==> config.mk <==
export PLATFORM = sky130hd
export DESIGN_NAME = div_ctrl
export DESIGN_NICKNAME = d
export VERILOG_FILES = /design/src/rtl/div_ctrl.sv
export SDC_FILE = /design/constraint.sdc
export NUM_CORES = 1
export LEC_CHECK = 0
export ABC_AREA = 1
export ABC_CLOCK_PERIOD_IN_PS = 3900
export CAP_MARGIN = 30
export CORE_ASPECT_RATIO = 1.75
export CORE_UTILIZATION = 23
export DETAILED_ROUTE_END_ITERATION = 10
export PLACE_DENSITY = 0.58
export SYNTH_ARGS = -nofsm -noshare
export SYNTH_HDL_FRONTEND = slang
export SYNTH_SLANG_ARGS = --single-unit
export TNS_END_PERCENT = 20
==> constraint.sdc <==
create_clock -name clk -period 3.9 [get_ports clk]
set_clock_uncertainty 0.2 [all_clocks]
set_input_delay 0.78 -clock clk [delete_from_list [all_inputs] [get_ports clk]]
set_output_delay 0.78 -clock clk [all_outputs]
set_load 0.005 [all_outputs]
==> src/rtl/div_ctrl.sv <==
// div_ctrl: sequencer for a 5-bit restoring-division datapath.
// Loads the dividend and then the divisor over the shared dataIN bus, runs five
// shift/subtract/restore iterations, then presents the quotient followed by
// the remainder on dataOUT through selOut.
// Optional feature macro: DIV_OV_CHECK_EN (sanity check of the final remainder).
//
// Handshake: ready is high only in IDLE. A request is taken when start = 1 in a
// cycle where ready = 1, and dataIN must carry the dividend in that same cycle
// and the divisor in the following cycle. start is ignored while ready = 0;
// nothing is queued.
module div_ctrl #(
  parameter int OUT_CYCLES = 1
) (
  input  logic       clk,
  input  logic       rst_n,
  input  logic       start,
  input  logic       A5,
  input  logic       OV,
  input  logic       DivByZero,
  input  logic       ContinueToDivision,
  output logic       ldA,
  output logic       ldQ,
  output logic       ldD,
  output logic       ldDbar,
  output logic       ldONE,
  output logic       shA,
  output logic       shQ,
  output logic       selA,
  output logic       selQ,
  output logic [1:0] sel1,
  output logic [1:0] sel2,
  output logic       selOut,
  output logic       clearA,
  output logic       clearQ,
  output logic       clearD,
  output logic       clearDbar,
  output logic       clearOne,
  output logic       AddCount,
  output logic       CounterClear,
  output logic       ready,
  output logic       busy,
  output logic       done,
  output logic       dbz,
  output logic       err,
  output logic [3:0] state_o
);

  typedef enum logic [3:0] {
    S_IDLE    = 4'd0,
    S_LOAD_D  = 4'd1,
    S_CHK     = 4'd2,
    S_DBZ     = 4'd3,
    S_NEG     = 4'd4,
    S_SHIFT   = 4'd5,
    S_SUB     = 4'd6,
    S_TEST    = 4'd7,
    S_RESTORE = 4'd8,
    S_SETQ    = 4'd9,
    S_NEXT    = 4'd10,
    S_OUT_Q   = 4'd11,
    S_OUT_R   = 4'd12
  } state_t;

  // Last value of the hold counter in a result phase.
  localparam logic [3:0] HOLD_LAST = 4'(OUT_CYCLES - 1);

  state_t     state_q, state_d;
  logic [3:0] hold_q, hold_d;
  logic       hold_end;

  assign hold_end = (hold_q == HOLD_LAST);
  assign state_o  = state_q;

  // State and result-phase hold counter registers.
  always_ff @(posedge clk or negedge rst_n) begin
    if (!rst_n) begin
      state_q <= S_IDLE;
      hold_q  <= 4'd0;
    end else begin
      state_q <= state_d;
      hold_q  <= hold_d;
    end
  end

  // Next-state logic and Moore decode of every datapath control.
  always_comb begin
    state_d      = state_q;
    hold_d       = 4'd0;
    ldA          = 1'b0;
    ldQ          = 1'b0;
    ldD          = 1'b0;
    ldDbar       = 1'b0;
    ldONE        = 1'b0;
    shA          = 1'b0;
    shQ          = 1'b0;
    selA         = 1'b0;
    selQ         = 1'b0;
    sel1         = 2'b00;
    sel2         = 2'b00;
    selOut       = 1'b0;
    clearA       = 1'b0;
    clearQ       = 1'b0;
    clearD       = 1'b0;
    clearDbar    = 1'b0;
    clearOne     = 1'b0;
    AddCount     = 1'b0;
    CounterClear = 1'b0;
    ready        = 1'b0;
    busy         = 1'b0;
    done         = 1'b0;
    dbz          = 1'b0;
    case (state_q)
      S_IDLE: begin
        ready        = 1'b1;
        clearA       = 1'b1;
        clearDbar    = 1'b1;
        CounterClear = 1'b1;
        if (start) begin
          selQ    = 1'b0;
          ldQ     = 1'b1;
          ldONE   = 1'b1;
          state_d = S_LOAD_D;
        end
      end
      S_LOAD_D: begin
        busy         = 1'b1;
        ldD          = 1'b1;
        CounterClear = 1'b1;
        state_d      = S_CHK;
      end
      S_CHK: begin
        busy    = 1'b1;
        state_d = DivByZero ? S_DBZ : S_NEG;
      end
      S_DBZ: begin
        dbz    = 1'b1;
        done   = 1'b1;
        selOut = 1'b1;
        if (hold_end) state_d = S_IDLE;
        else          hold_d  = hold_q + 4'd1;
      end
      S_NEG: begin
        busy    = 1'b1;
        sel1    = 2'b01;
        sel2    = 2'b10;
        ldDbar  = 1'b1;
        state_d = S_SHIFT;
      end
      S_SHIFT: begin
        busy    = 1'b1;
        shA     = 1'b1;
        shQ     = 1'b1;
        state_d = S_SUB;
      end
      S_SUB: begin
        busy    = 1'b1;
        sel1    = 2'b10;
        sel2    = 2'b00;
        selA    = 1'b1;
        ldA     = 1'b1;
        state_d = S_TEST;
      end
      S_TEST: begin
        busy    = 1'b1;
        state_d = A5 ? S_RESTORE : S_SETQ;
      end
      S_RESTORE: begin
        busy     = 1'b1;
        sel1     = 2'b00;
        sel2     = 2'b00;
        selA     = 1'b1;
        ldA      = 1'b1;
        AddCount = 1'b1;
        state_d  = S_NEXT;
      end
      S_SETQ: begin
        busy     = 1'b1;
        sel1     = 2'b11;
        sel2     = 2'b01;
        selQ     = 1'b1;
        ldQ      = 1'b1;
        AddCount = 1'b1;
        state_d  = S_NEXT;
      end
      S_NEXT: begin
        busy    = 1'b1;
        state_d = ContinueToDivision ? S_SHIFT : S_OUT_Q;
      end
      S_OUT_Q: begin
        selOut = 1'b1;
        done   = 1'b1;
        if (hold_end) state_d = S_OUT_R;
        else          hold_d  = hold_q + 4'd1;
      end
      S_OUT_R: begin
        selOut = 1'b0;
        if (hold_end) state_d = S_IDLE;
        else          hold_d  = hold_q + 4'd1;
      end
      default: begin
        state_d = S_IDLE;
      end
    endcase
    // While reset is held the register controls stay quiet; only ready shows.
    if (!rst_n) begin
      clearA       = 1'b0;
      clearDbar    = 1'b0;
      CounterClear = 1'b0;
      ldQ          = 1'b0;
      ldONE        = 1'b0;
    end
  end

`ifdef DIV_OV_CHECK_EN
  logic err_q, err_d;

  // Sticky fault flag: set when the final remainder still reaches the divisor.
  always_comb begin
    err_d = err_q;
    if (state_q == S_IDLE && start)    err_d = 1'b0;
    else if (state_q == S_OUT_Q && OV) err_d = 1'b1;
  end

  // Fault flag register.
  always_ff @(posedge clk or negedge rst_n) begin
    if (!rst_n) err_q <= 1'b0;
    else        err_q <= err_d;
  end

  assign err = err_q;
`else
  logic unused_ov;
  assign unused_ov = OV;
  assign err       = 1'b0;
`endif

endmodule
# After elaboration in Yosys (flattened, before gate mapping)
# Index checks and enable logic that the tools add are counted.
[op_classes] n_addsub=1 n_reduce_logical=10 mux=29 eq_ne=15
[ops] cell="one-hot mux 4 bit (11 select lines)" count=1
[ops] cell="two-way mux 4 bit" count=6
[ops] cell="== test 4 bit, second input constant" count=5
[ops] cell="two-way mux 1 bit" count=18
[ops] cell="== test 4 x 3 -> 1 bit, second input constant" count=4
[ops] cell="OR reduction 2 bit" count=5
[ops] cell="OR reduction 9 bit" count=1
[ops] cell="== test 4 x 2 -> 1 bit, second input constant" count=2
[ops] cell="zero test 4 bit" count=2
[ops] cell="one-hot mux 2 bit (3 select lines)" count=1
[ops] cell="adder 4 x 1 -> 4 bit, second input constant" count=1
[ops] cell="== test 4 x 1 -> 1 bit, second input constant" count=1
[ops] cell="inequality test 2 bit, second input constant" count=2
[ops] cell="one-hot mux 2 bit (2 select lines)" count=1
[ops] cell="two-way mux 3 bit" count=1
[ops] cell="AND reduction 3 bit" count=1
[ops] cell="OR reduction 3 bit" count=1
[ops] cell="inequality test 2 x 1 -> 1 bit, second input constant" count=1
[ops] cell="one-hot mux 1 bit (2 select lines)" count=1
[totals] register_bits=8 output_inout_bits=30 inputBits=7

# Depth between registers and ports, before layout
[logic_depth] ltp_word=4 ltp_mapped=8 ltp_nobuf=8

# Worst setup path before layout
# OpenSTA, ideal clock, no wires.
[synth_path] kind="input to output" from="input port rst_n" to="output port clearDbar" slack_ns=1.810 stages=3 arrival_ns=1.110 n_path_buf=1 t_required_ns=2.920 cell_sequence="inv_1 > nor2_1 > buf_4"
[synth_via] elab_chain_len=1
[synth_rtl] item="start: declaration" line="15" rtl="input logic rst_n,"
[synth_rtl] item="two-way mux 1 bit"
[synth_rtl] item="end: declaration" line="36" rtl="output logic clearDbar,"
# No other way between the ends.

# Worst setup path in the final report
[layout_path] from="input port rst_n" to="output port CounterClear"
[layout_via] elab_chain_len=1
[layout_rtl] item="two-way mux 1 bit" line="205" rtl="if (!rst_n) begin"
[layout_rtl] item="end: declaration" line="39" rtl="output logic CounterClear,"
# No other way between the ends.

==> metrics <==
violated checks=DRC; VDD IR-drop max=roughly 260 uV; status=finished with violations; Final Slew Violations=0; maxcap violations=0; hold buffer count at CTS=0; Die Span Y=75.9 um; final setup fails=0; Final Hold Fails=0; WS Path Type=in2out; FF+latch area=between 200 and 250 um^2; post-synthesis sequential area ratio=~28%; critical path's slowest cell=clkdlybuf4s50_1; core area=a little under 3000 um^2; min Tclk post-route=between 3 and 4 ns; setup repair bufs after CTS=0; post-route worst setup slack=a little under 0.9 ns; Final TNS setup=0 ns; CP arrival=slightly above 2 ns; Min Hold Slack=0.354 ns; DRC Markers=3; hpwl dp=~1500 um; worst-path fanout max=4; Die Footprint=between 3000 and 4000 um^2; post-route clock period utilization=between 70% and 80%; largest net degree at the start of global routing=12; share of layout cells above drive strength 1=under 10%; Mapped Cells=roughly 120; clk slew on worst S/H paths=around 0.04 ns; Lkg Pwr=around 0.56 nW; crit-path cells=clkdlybuf4s50_1, inv_1, nor3_1, clkdlybuf4s50_1; critical path's top delay family=buffers and inverters; num rows=26; cell mode on critical path=clkdlybuf4s50_1; Detail Route Antenna Nets=0; startpoint types=input port; Root Driver=clkbuf_8; first-pass GRT wire length=about 3000 um; Post-Syn Area=around 720 um^2; io pins=37; initial antenna violation count=0; GRT Resource Usage Total=about 11%; P per Cell Area=just over 600 nW/um^2; CP max stage delay=approximately 0.53 ns; pre-CTS WS=about 0.9 ns; vias per cell=4.04; Iter 0 DRT Violations=21; met1 usage=a little over an eighth; Fill cells=around 320; CTS sink cnt=8; library cells used by synthesis=18; Vias=roughly 760; nets@finish=approximately 160; Top Usage Layer GRT=met2; CP Capture Type=primary output; router iterations before antenna repair=7; TritonCTS clock tree=done; Die W=roughly 44 um; most frequent cells in the layout=31 x nand2_1, 31 x clkdlybuf4s50_1, 22 x nor2_1; Detailed Route WL=1870 um; met3 GRT Util=under 10%; Initial Util=between 20% and 30%; htree depth=1; vias in the first global route=671; worst path bufs/invs=3; cts bufs inserted=3; area occupied by multi-input gates=approximately 360 um^2; grt total ovfl=0; post-layout total power=~0.64 mW; clock latency on the worst-skew pair=around 0.23 ns; ANT cells=0; WL/cell=between 9 and 10 um; Clock Tree Buf Depth=2; met2 GRT Util=20.6%; Hold Crit Class=reg2reg; RSZ-0062 raised after global routing=false; Seq cells post-synth=8; Mapped Avg Cell Area=about 6.0 um^2; synthesis-to-layout area growth=47.9%; port bufs=31; yosys warns=0; fin util=around 36%; post-CTS sizing=0; Critical Path RT=roughly 3 ns; fmax=between 300 and 400 MHz; RePlAce Congestion=about 0.79
[per-stage QoR]
| stage | cells | area [um^2] |
|---|---|---|
| floorplan | 122 | 729 |
| finish | 189 | 1060 |
| global placement | 186 | 1020 |
| CTS | 189 | 1060 |
| detailed placement | 186 | 1020 |
| global route | 189 | 1060 |
[path summary, 6_finish.rpt]
check	start	end	slack (ns)	cells after the start
setup / recovery	rst_n	CounterClear	0.87	4
hold / removal	hold_q[3]$_DFF_PN0_	hold_q[3]$_DFF_PN0_	0.35	2
setup reg to reg	state_o[1]$_DFFE_PN0P_	state_o[0]$_DFFE_PN0P_	2.40	7
hold reg to reg	hold_q[3]$_DFF_PN0_	hold_q[3]$_DFF_PN0_	0.35	2
max in group asynchronous	rst_n	hold_q[3]$_DFF_PN0_	2.70	2
min in group asynchronous	rst_n	state_o[3]$_DFFE_PN0P_	0.67	2
[worst min-delay path: stages (launching register included)]
cell and delay [ns]:
dfrtp_1 0.34, xor2_1 0.08, nor2_1 0.08
[report_power, final]
group | internal, mW | switching [mW] | total (mW)
sequential | 0.101 | 0.0403 | 0.141
combinational | 0.211 | 0.192 | 0.403
clock | 0.0668 | 0.0314 | 0.0982
[logic make-up (layout without fill, tap and decap cells)]
family / count (synthesis) / in the layout / synth area share (%)
and+or+nand+nor: 67 / 67 / 38.2
other: 1 / 4 / 0.522
DFF: 8 / 8 / 27.9
buffers and inverters: 33 / 58 / 23.0
adders and majority gates: 2 / 2 / 3.48
xor gates and xnor gates: 2 / 2 / 2.44
AOI/OAI and AO/OA: 6 / 6 / 4.53
[synthesized netlist by cell type, drive strengths merged]
cell type | instances | share of area [%]
conb | 1 | 0.52
o211ai | 1 | 1.0
xor2 | 1 | 1.2
inv | 23 | 12
o21ai | 3 | 2.1
nand2 | 34 | 19
nand3 | 9 | 6.3
nor3 | 1 | 0.70
xnor2 | 1 | 1.2
a21oi | 2 | 1.4
nor2 | 23 | 12
ha | 2 | 3.5
buf | 10 | 11
dfrtp | 8 | 28
[registers in the layout, summed over array words and instances (netlist names)]
| register | cells |
|---|---|
| state_o | 4 |
| hold_q | 4 |
[metal layers]
metal | vias up | part of all wire (%) | wire, um
li1 | 400 | - | -
met1 | 340 | 43 | 797
met2 | 24 | 53 | 984
met3 | 0 | 4.9 | 92
met4 | 0 | 0 | 0
met5 | - | 0 | 0
[area by class of cell]
cell class / instances / area share, %
inverters: 23 / 8.13
well taps: 42 / 4.95
clock buffers: 3 / 3.89
flip-flops and latches: 8 / 18.8
repair buffers: 32 / 29.9
multi-input cells: 81 / 34.3
(Power assumes the default switching activity.)
